==> src/rtl/nibble_serializer_if.sv <==
// Handshake and serial-stream bundle between a nibble producer, the
// serializer and its serial consumer.
interface nibble_serializer_if #(
  parameter int WIDTH = 4
);
  logic [WIDTH-1:0] in_data;
  logic             in_valid;
  logic             in_ready;
  logic             ser_out;
  logic             ser_valid;
  logic             ser_last;
  logic             busy;

  // Producer/observer side: drives the parallel word, watches the stream.
  modport master (
    output in_data,
    output in_valid,
    input  in_ready,
    input  ser_out,
    input  ser_valid,
    input  ser_last,
    input  busy
  );

  // Serializer side.
  modport slave (
    input  in_data,
    input  in_valid,
    output in_ready,
    output ser_out,
    output ser_valid,
    output ser_last,
    output busy
  );
endinterface

==> src/rtl/nibble_serializer.sv <==
// Parallel-to-serial converter: a small FIFO buffers incoming words and a
// shifter emits each one MSB-first, one bit per cycle, with no gap between
// consecutive buffered words.
module nibble_serializer #(
  parameter int WIDTH = 4,
  parameter int DEPTH = 2
) (
  input  logic               clk,
  input  logic               reset,
  nibble_serializer_if.slave bus
);
  localparam int PW = (DEPTH > 1) ? $clog2(DEPTH) : 1;
  localparam int CW = $clog2(DEPTH + 1);
  localparam int BW = (WIDTH > 1) ? $clog2(WIDTH) : 1;
  localparam logic [CW-1:0] FULL     = CW'(DEPTH);
  localparam logic [PW-1:0] LAST_PTR = PW'(DEPTH - 1);
  localparam logic [BW-1:0] LAST_BIT = BW'(WIDTH - 1);

  typedef enum logic {
    IDLE,
    SHIFT
  } state_t;

  state_t           state_q, state_d;
  logic [CW-1:0]    count_q, count_d;
  logic [PW-1:0]    wr_ptr_q, wr_ptr_d;
  logic [PW-1:0]    rd_ptr_q, rd_ptr_d;
  logic [BW-1:0]    bcnt_q, bcnt_d;
  logic [WIDTH-1:0] shift_q, shift_d;
  logic [WIDTH-1:0] fifo_q [DEPTH];
  logic             push;
  logic             pop;
  logic             fifo_nonempty;

  // Ready looks only at the registered count, so a same-cycle pop never
  // opens the door early.
  assign bus.in_ready   = !reset && (count_q != FULL);
  assign push           = bus.in_valid && bus.in_ready;
  assign fifo_nonempty  = (count_q != '0);

  // Next-state and shifter control; a pop always reloads the shifter.
  always_comb begin
    state_d = state_q;
    bcnt_d  = bcnt_q;
    shift_d = shift_q;
    pop     = 1'b0;
    case (state_q)
      IDLE: begin
        if (fifo_nonempty) begin
          pop     = 1'b1;
          state_d = SHIFT;
          bcnt_d  = '0;
          shift_d = fifo_q[rd_ptr_q];
        end
      end
      SHIFT: begin
        if (bcnt_q != LAST_BIT) begin
          shift_d = shift_q << 1;
          bcnt_d  = bcnt_q + 1'b1;
        end else if (fifo_nonempty) begin
          // Chain straight into the next word without an idle cycle.
          pop     = 1'b1;
          bcnt_d  = '0;
          shift_d = fifo_q[rd_ptr_q];
        end else begin
          state_d = IDLE;
        end
      end
      default: state_d = IDLE;
    endcase
  end

  // FIFO pointer and occupancy bookkeeping; pointers wrap modulo DEPTH.
  always_comb begin
    wr_ptr_d = wr_ptr_q;
    rd_ptr_d = rd_ptr_q;
    count_d  = count_q;
    if (push) begin
      wr_ptr_d = (wr_ptr_q == LAST_PTR) ? '0 : wr_ptr_q + 1'b1;
    end
    if (pop) begin
      rd_ptr_d = (rd_ptr_q == LAST_PTR) ? '0 : rd_ptr_q + 1'b1;
    end
    case ({push, pop})
      2'b10:   count_d = count_q + 1'b1;
      2'b01:   count_d = count_q - 1'b1;
      default: count_d = count_q;
    endcase
  end

  // Control and shifter registers; reset discards everything in flight.
  always_ff @(posedge clk) begin
    if (reset) begin
      state_q  <= IDLE;
      count_q  <= '0;
      wr_ptr_q <= '0;
      rd_ptr_q <= '0;
      bcnt_q   <= '0;
      shift_q  <= '0;
    end else begin
      state_q  <= state_d;
      count_q  <= count_d;
      wr_ptr_q <= wr_ptr_d;
      rd_ptr_q <= rd_ptr_d;
      bcnt_q   <= bcnt_d;
      shift_q  <= shift_d;
    end
  end

  // FIFO storage; contents need no reset because count gates every read.
  always_ff @(posedge clk) begin
    if (push) begin
      fifo_q[wr_ptr_q] <= bus.in_data;
    end
  end

  assign bus.ser_out   = shift_q[WIDTH-1];
  assign bus.ser_valid = (state_q == SHIFT);
  assign bus.ser_last  = (state_q == SHIFT) && (bcnt_q == LAST_BIT);
  assign bus.busy      = (state_q == SHIFT) || fifo_nonempty;
endmodule

==> src/flat_wrapper.sv <==
// flat-port wrapper written by rule: the top's interface ports become plain ports
module nibble_serializer_flat 
#(
  parameter int WIDTH = 4,
  parameter int DEPTH = 2
)
  (clk, reset, bus_in_data, bus_in_valid, bus_in_ready, bus_ser_out, bus_ser_valid, bus_ser_last, bus_busy);
  nibble_serializer_if #(.WIDTH(WIDTH)) bus_i ();
  input  logic clk;
  input  logic reset;
  input wire logic [$bits(bus_i.in_data)-1:0] bus_in_data;
  input wire logic [$bits(bus_i.in_valid)-1:0] bus_in_valid;
  output wire logic [$bits(bus_i.in_ready)-1:0] bus_in_ready;
  output wire logic [$bits(bus_i.ser_out)-1:0] bus_ser_out;
  output wire logic [$bits(bus_i.ser_valid)-1:0] bus_ser_valid;
  output wire logic [$bits(bus_i.ser_last)-1:0] bus_ser_last;
  output wire logic [$bits(bus_i.busy)-1:0] bus_busy;
  assign bus_i.in_data = bus_in_data;
  assign bus_i.in_valid = bus_in_valid;
  assign bus_in_ready = bus_i.in_ready;
  assign bus_ser_out = bus_i.ser_out;
  assign bus_ser_valid = bus_i.ser_valid;
  assign bus_ser_last = bus_i.ser_last;
  assign bus_busy = bus_i.busy;
  nibble_serializer #(.WIDTH(WIDTH), .DEPTH(DEPTH)) u_core (.clk(clk), .reset(reset), .bus(bus_i));
endmodule
==> config.mk <==
export PLATFORM = sky130hd
export DESIGN_NAME = nibble_serializer_flat
export DESIGN_NICKNAME = d
export VERILOG_FILES = /design/src/rtl/nibble_serializer_if.sv /design/src/rtl/nibble_serializer.sv /design/src/flat_wrapper.sv
export SDC_FILE = /design/constraint.sdc
export NUM_CORES = 1
export LEC_CHECK = 0
export ABC_AREA = 1
export BUFFER_PORTS_ARGS = -buffer_cell sky130_fd_sc_hd__buf_2
export CAP_MARGIN = 20
export CELL_PAD_IN_SITES_DETAIL_PLACEMENT = 1
export CELL_PAD_IN_SITES_GLOBAL_PLACEMENT = 1
export CORE_MARGIN = 8
export CORE_UTILIZATION = 36
export DETAILED_ROUTE_END_ITERATION = 16
export GPL_TIMING_DRIVEN = 0
export PLACE_DENSITY = 0.7
export SYNTH_ARGS = -nofsm -noshare
export SYNTH_HDL_FRONTEND = slang
export SYNTH_SLANG_ARGS = --single-unit
export TNS_END_PERCENT = 50
==> constraint.sdc <==
create_clock -name clk -period 1.5 [get_ports clk]
set_input_delay 0.15 -clock clk [delete_from_list [all_inputs] [get_ports clk]]
set_output_delay 0.15 -clock clk [all_outputs]
set_load 0.05 [all_outputs]
==> summary.md <==
| Metric | Value |
|---|---|
| Worst setup path start | u_core.bcnt_q[0] |
| Top-level port count | 12 |
| Hold endpoint | u_core.fifo_q[1][2] |
| Die ar. | 0.00413 sq mm |
| TritonCTS clock tree | built |
| Gr usage total | 9.53% |
| Initial Util | a little under two fifths |
| RSZ-0062 raised after global routing | true |
| Buf/Inv on CP | 3 |
| Syn Nets | between 100 and 150 |
| Cell count of the worst hold path | 1 |
| Post-DP HPWL | between 1 and 1.5 mm |
| Hold path start | bus_in_data[2] |
| Area share of the largest cell type after synthesis | 28.7% |
| RR Endpoint | u_core.count_q[1] |
| Worst Setup End Kind | flop |
| Via count | 688 |
| Comb pwr share | a little over two fifths |
| Netlist cell types | 15 |
| Seq/Total Area, Yosys | 57.3% |
| Slew Limit Fails | 0 |
| H-tree lvl count | 1 |
| Finished Layout Cells | 144 |
| Crit-path max FO | 4 |
| Die height | 64.3 microns |
| Power Total | 2.22 mW |
| Fin crit period | approximately 1.5 ns |
| Crit-path slowest cell | dfxtp_2 |
| Ant diodes | 0 |
| Core Area | 0.00221 sq mm |
| Initial antenna violation count | 0 |
| Crit-path cells | ha_4 > inv_1 > nand2_2 > nand2_2 > inv_2 > ha_1 > inv_2 > nand4_1 > nand2_1 > nor2_1 |
| Final Hold Viols | 0 |
| WS Path Type | flop to flop |
| Post-DR wirelength/cell | 12.7 microns |
| Hold Buf Count CTS | 0 |
| Clock share of power | 19.9% |
| Final TNS setup | 0 ns |
| Fin Clk Skew | 0.00459 ns |
| Area growth, synth to finish | 20.4% |
| Hold WS | 0.0314 ns |
| Crit path largest cell delay | 0.36 ns |
| Post-Syn Instances | 100 |
| Power share of the sequential group | a little under two fifths |
| Status | completed |
| Clock Path Buffers | 2 |
| Delay-heaviest family, CP | adder cells |
| Largest net degree at the start of global routing | 13 |
| FMAX | between 600 and 700 MHz |
| Worst-Skew Late Latency | 0.30 ns |
| Switch Pwr | 945 uW |
| DR DRC count | 0 |
| Syn_area_per_cell | 8.38 sq um |
| Final wirelength | approximately 1.8 mm |
| Port bufs | 11 |
| Worst Hold Class | input pin to flop |
| Synth Cell Area | 838 sq um |
| Fin nets | about 130 |
| Worst setup margin | 0.0413 ns |
| Synth warnings | 0 |
| Share of layout cells above drive strength 1 | 25.0% |
| Final ANT Viol Nets | 0 |
| Pint | about 1.3 mW |
| Worst ir drop on vdd | 0.852 mV |
| FF-to-FF Start | u_core.bcnt_q[0] |
| CP Data Arrival Time | 1.66 ns |
| First-pass GRT wire length | 3.17 mm |
| Leakage | 0.460 nW |
| Synth top area cells | dfxtp_1 (29%), edfxtp_1 (29%), nand2_1 (12%) |
| CTS sink cnt | 20 |
| Max-Cap Viols | 0 |
| PD cells | 2200 mW/mm^2 |
| Routability Congestion | 0.751 |
| Chip width | approximately 64 microns |
| Critical Path Start Type | flop |
| GRT overflow | 0 |
| DRT Pass-1 Iters | 2 |
| Actual slew at the worst max-slew pin | 0.360 ns |
| Switch share | about 43% |
| Reg2reg path depth | 10 |
| R2R setup slack | approximately 0.041 ns |
| Initial DRC count | 19 |
| Core Rows | 17 |
| Relative slew margins | 75.9% |
| Final critical-path share of the clock period | 97.2% |
| Fillers | around 300 |
| Root buffer cell | clkbuf_4 |
| Vias per inst | 4.78 |
| CTS buffer count | 3 |
| Yosys top cell by area | dfxtp_1 |
| Flops & latches, synth | 20 |
| CTS clock-pin slew for the worst setup and hold paths | 0.12 ns |
| # setup viols final | 0 |
| Critical Path RT | 1.70 ns |
| Dpl ws | -0.0731 ns |
| Placed Instances | 139 |
| Vias in the first global route | 743 |
[Yosys cell counts]
cell type,number
nand3_1,1
edfxtp_1,8
a31oi_1,1
o21ai_0,6
dfxtp_1,12
nor2_2,1
inv_2,2
inv_1,13
nand2_1,26
ha_1,2
nor2_1,14
nand3_2,1
nand4_1,1
nand2_2,2
a21oi_1,10
[routing by layer]
layer  global-route usage, %  part of all wire (%)  wire length (microns)  vias to the layer above
met1                    10.2                    44                    805                      329
met5                       0                     0                      0                        -
met4                    3.27                  0.77                     14                        0
met3                    3.66                   4.7                     86                        2
met2                    16.6                    50                    917                        8
li1                        -                     -                      -                      349
[area by class of cell]
class	instances	area [sq um]	share of cell area, %
Clock buffer	3	22.5	2.23
Timing Repair Buffer	12	62.6	6.20
Sequential cell	20	484	48.0
Inverter	15	56.3	5.58
Tap cell	28	35.0	3.47
Multi-Input combinational cell	65	319	31.6
Clock inverter	1	30.0	2.97
[cells in the final DEF, fill, tap and decap left out, drive strengths merged]
master  netlist  layout
nor2         15      15
bufinv        0       1
edfxtp        8       8
a21oi        10      10
o21ai         6       6
nand2        28      28
ha            2       2
nand3         2       2
nand4         1       1
buf           0      12
inv          15      15
a31oi         1       1
dfxtp        12      12
clkbuf        0       3
[through the flow]
stage / cell area, sq um / util (%)
finish: 1010 / 45.6
global route: 1010 / 45.6
global placement: 930 / 42.0
floorplan: 840 / -
detailed placement: 930 / 42.0
CTS: 988 / 44.7
[how the worst max path moves through the flow]
stage / endpoint / slack (ns) / cells past startpoint
after floorplan: u_core.count_q[1] / 0.06 / 10
after global placement: u_core.count_q[1] / -0.04 / 10
after detailed placement: u_core.count_q[1] / -0.07 / 10
after CTS: u_core.count_q[1] / 0.02 / 10
after global routing: u_core.count_q[1] / -0.07 / 10
final: u_core.count_q[1] / 0.04 / 10
[registers in the layout, indices dropped and copies added (netlist names), named ones only]
| signal | count |
|---|---|
| u_core.fifo_q | 8 |
| u_core.shift_q | 4 |
| u_core.bcnt_q | 2 |
| u_core.count_q | 2 |
| u_core.bus.ser_valid | 1 |
| u_core.rd_ptr_q | 1 |
| u_core.wr_ptr_q | 1 |
[timing repair]
| item | in CTS | in global routing |
|---|---|---|
| endpoints found under the setup margin | 2 | 3 |
| pin swaps | 0 | 1 |
| gates resized for setup | 4 | 3 |
| setup buffers | 0 | 1 |
[power groups by stage]
stage / Combinational [mW] / Sequential, mW / Clock [mW]
after floorplan: 0.599 / 0.904 / 0
after global placement: 0.862 / 0.825 / 0
after detailed placement: 0.891 / 0.840 / 0
after CTS: 0.908 / 0.832 / 0.452
after global routing: 1.05 / 0.868 / 0.477
final: 0.934 / 0.842 / 0.441
[logic make-up (layout without fill, tap and decap cells)]
kind of cell    count (synthesis)  after routing  synth area share (%)
compound gates                 17             17                  10.3
fa+ha+maj                       2              2                  2.98
buf+inv                        15             31                  6.72
flops                          20             20                  57.3
simple gates                   46             46                  22.7
Note: power is estimated with default switching activity, not from simulation.
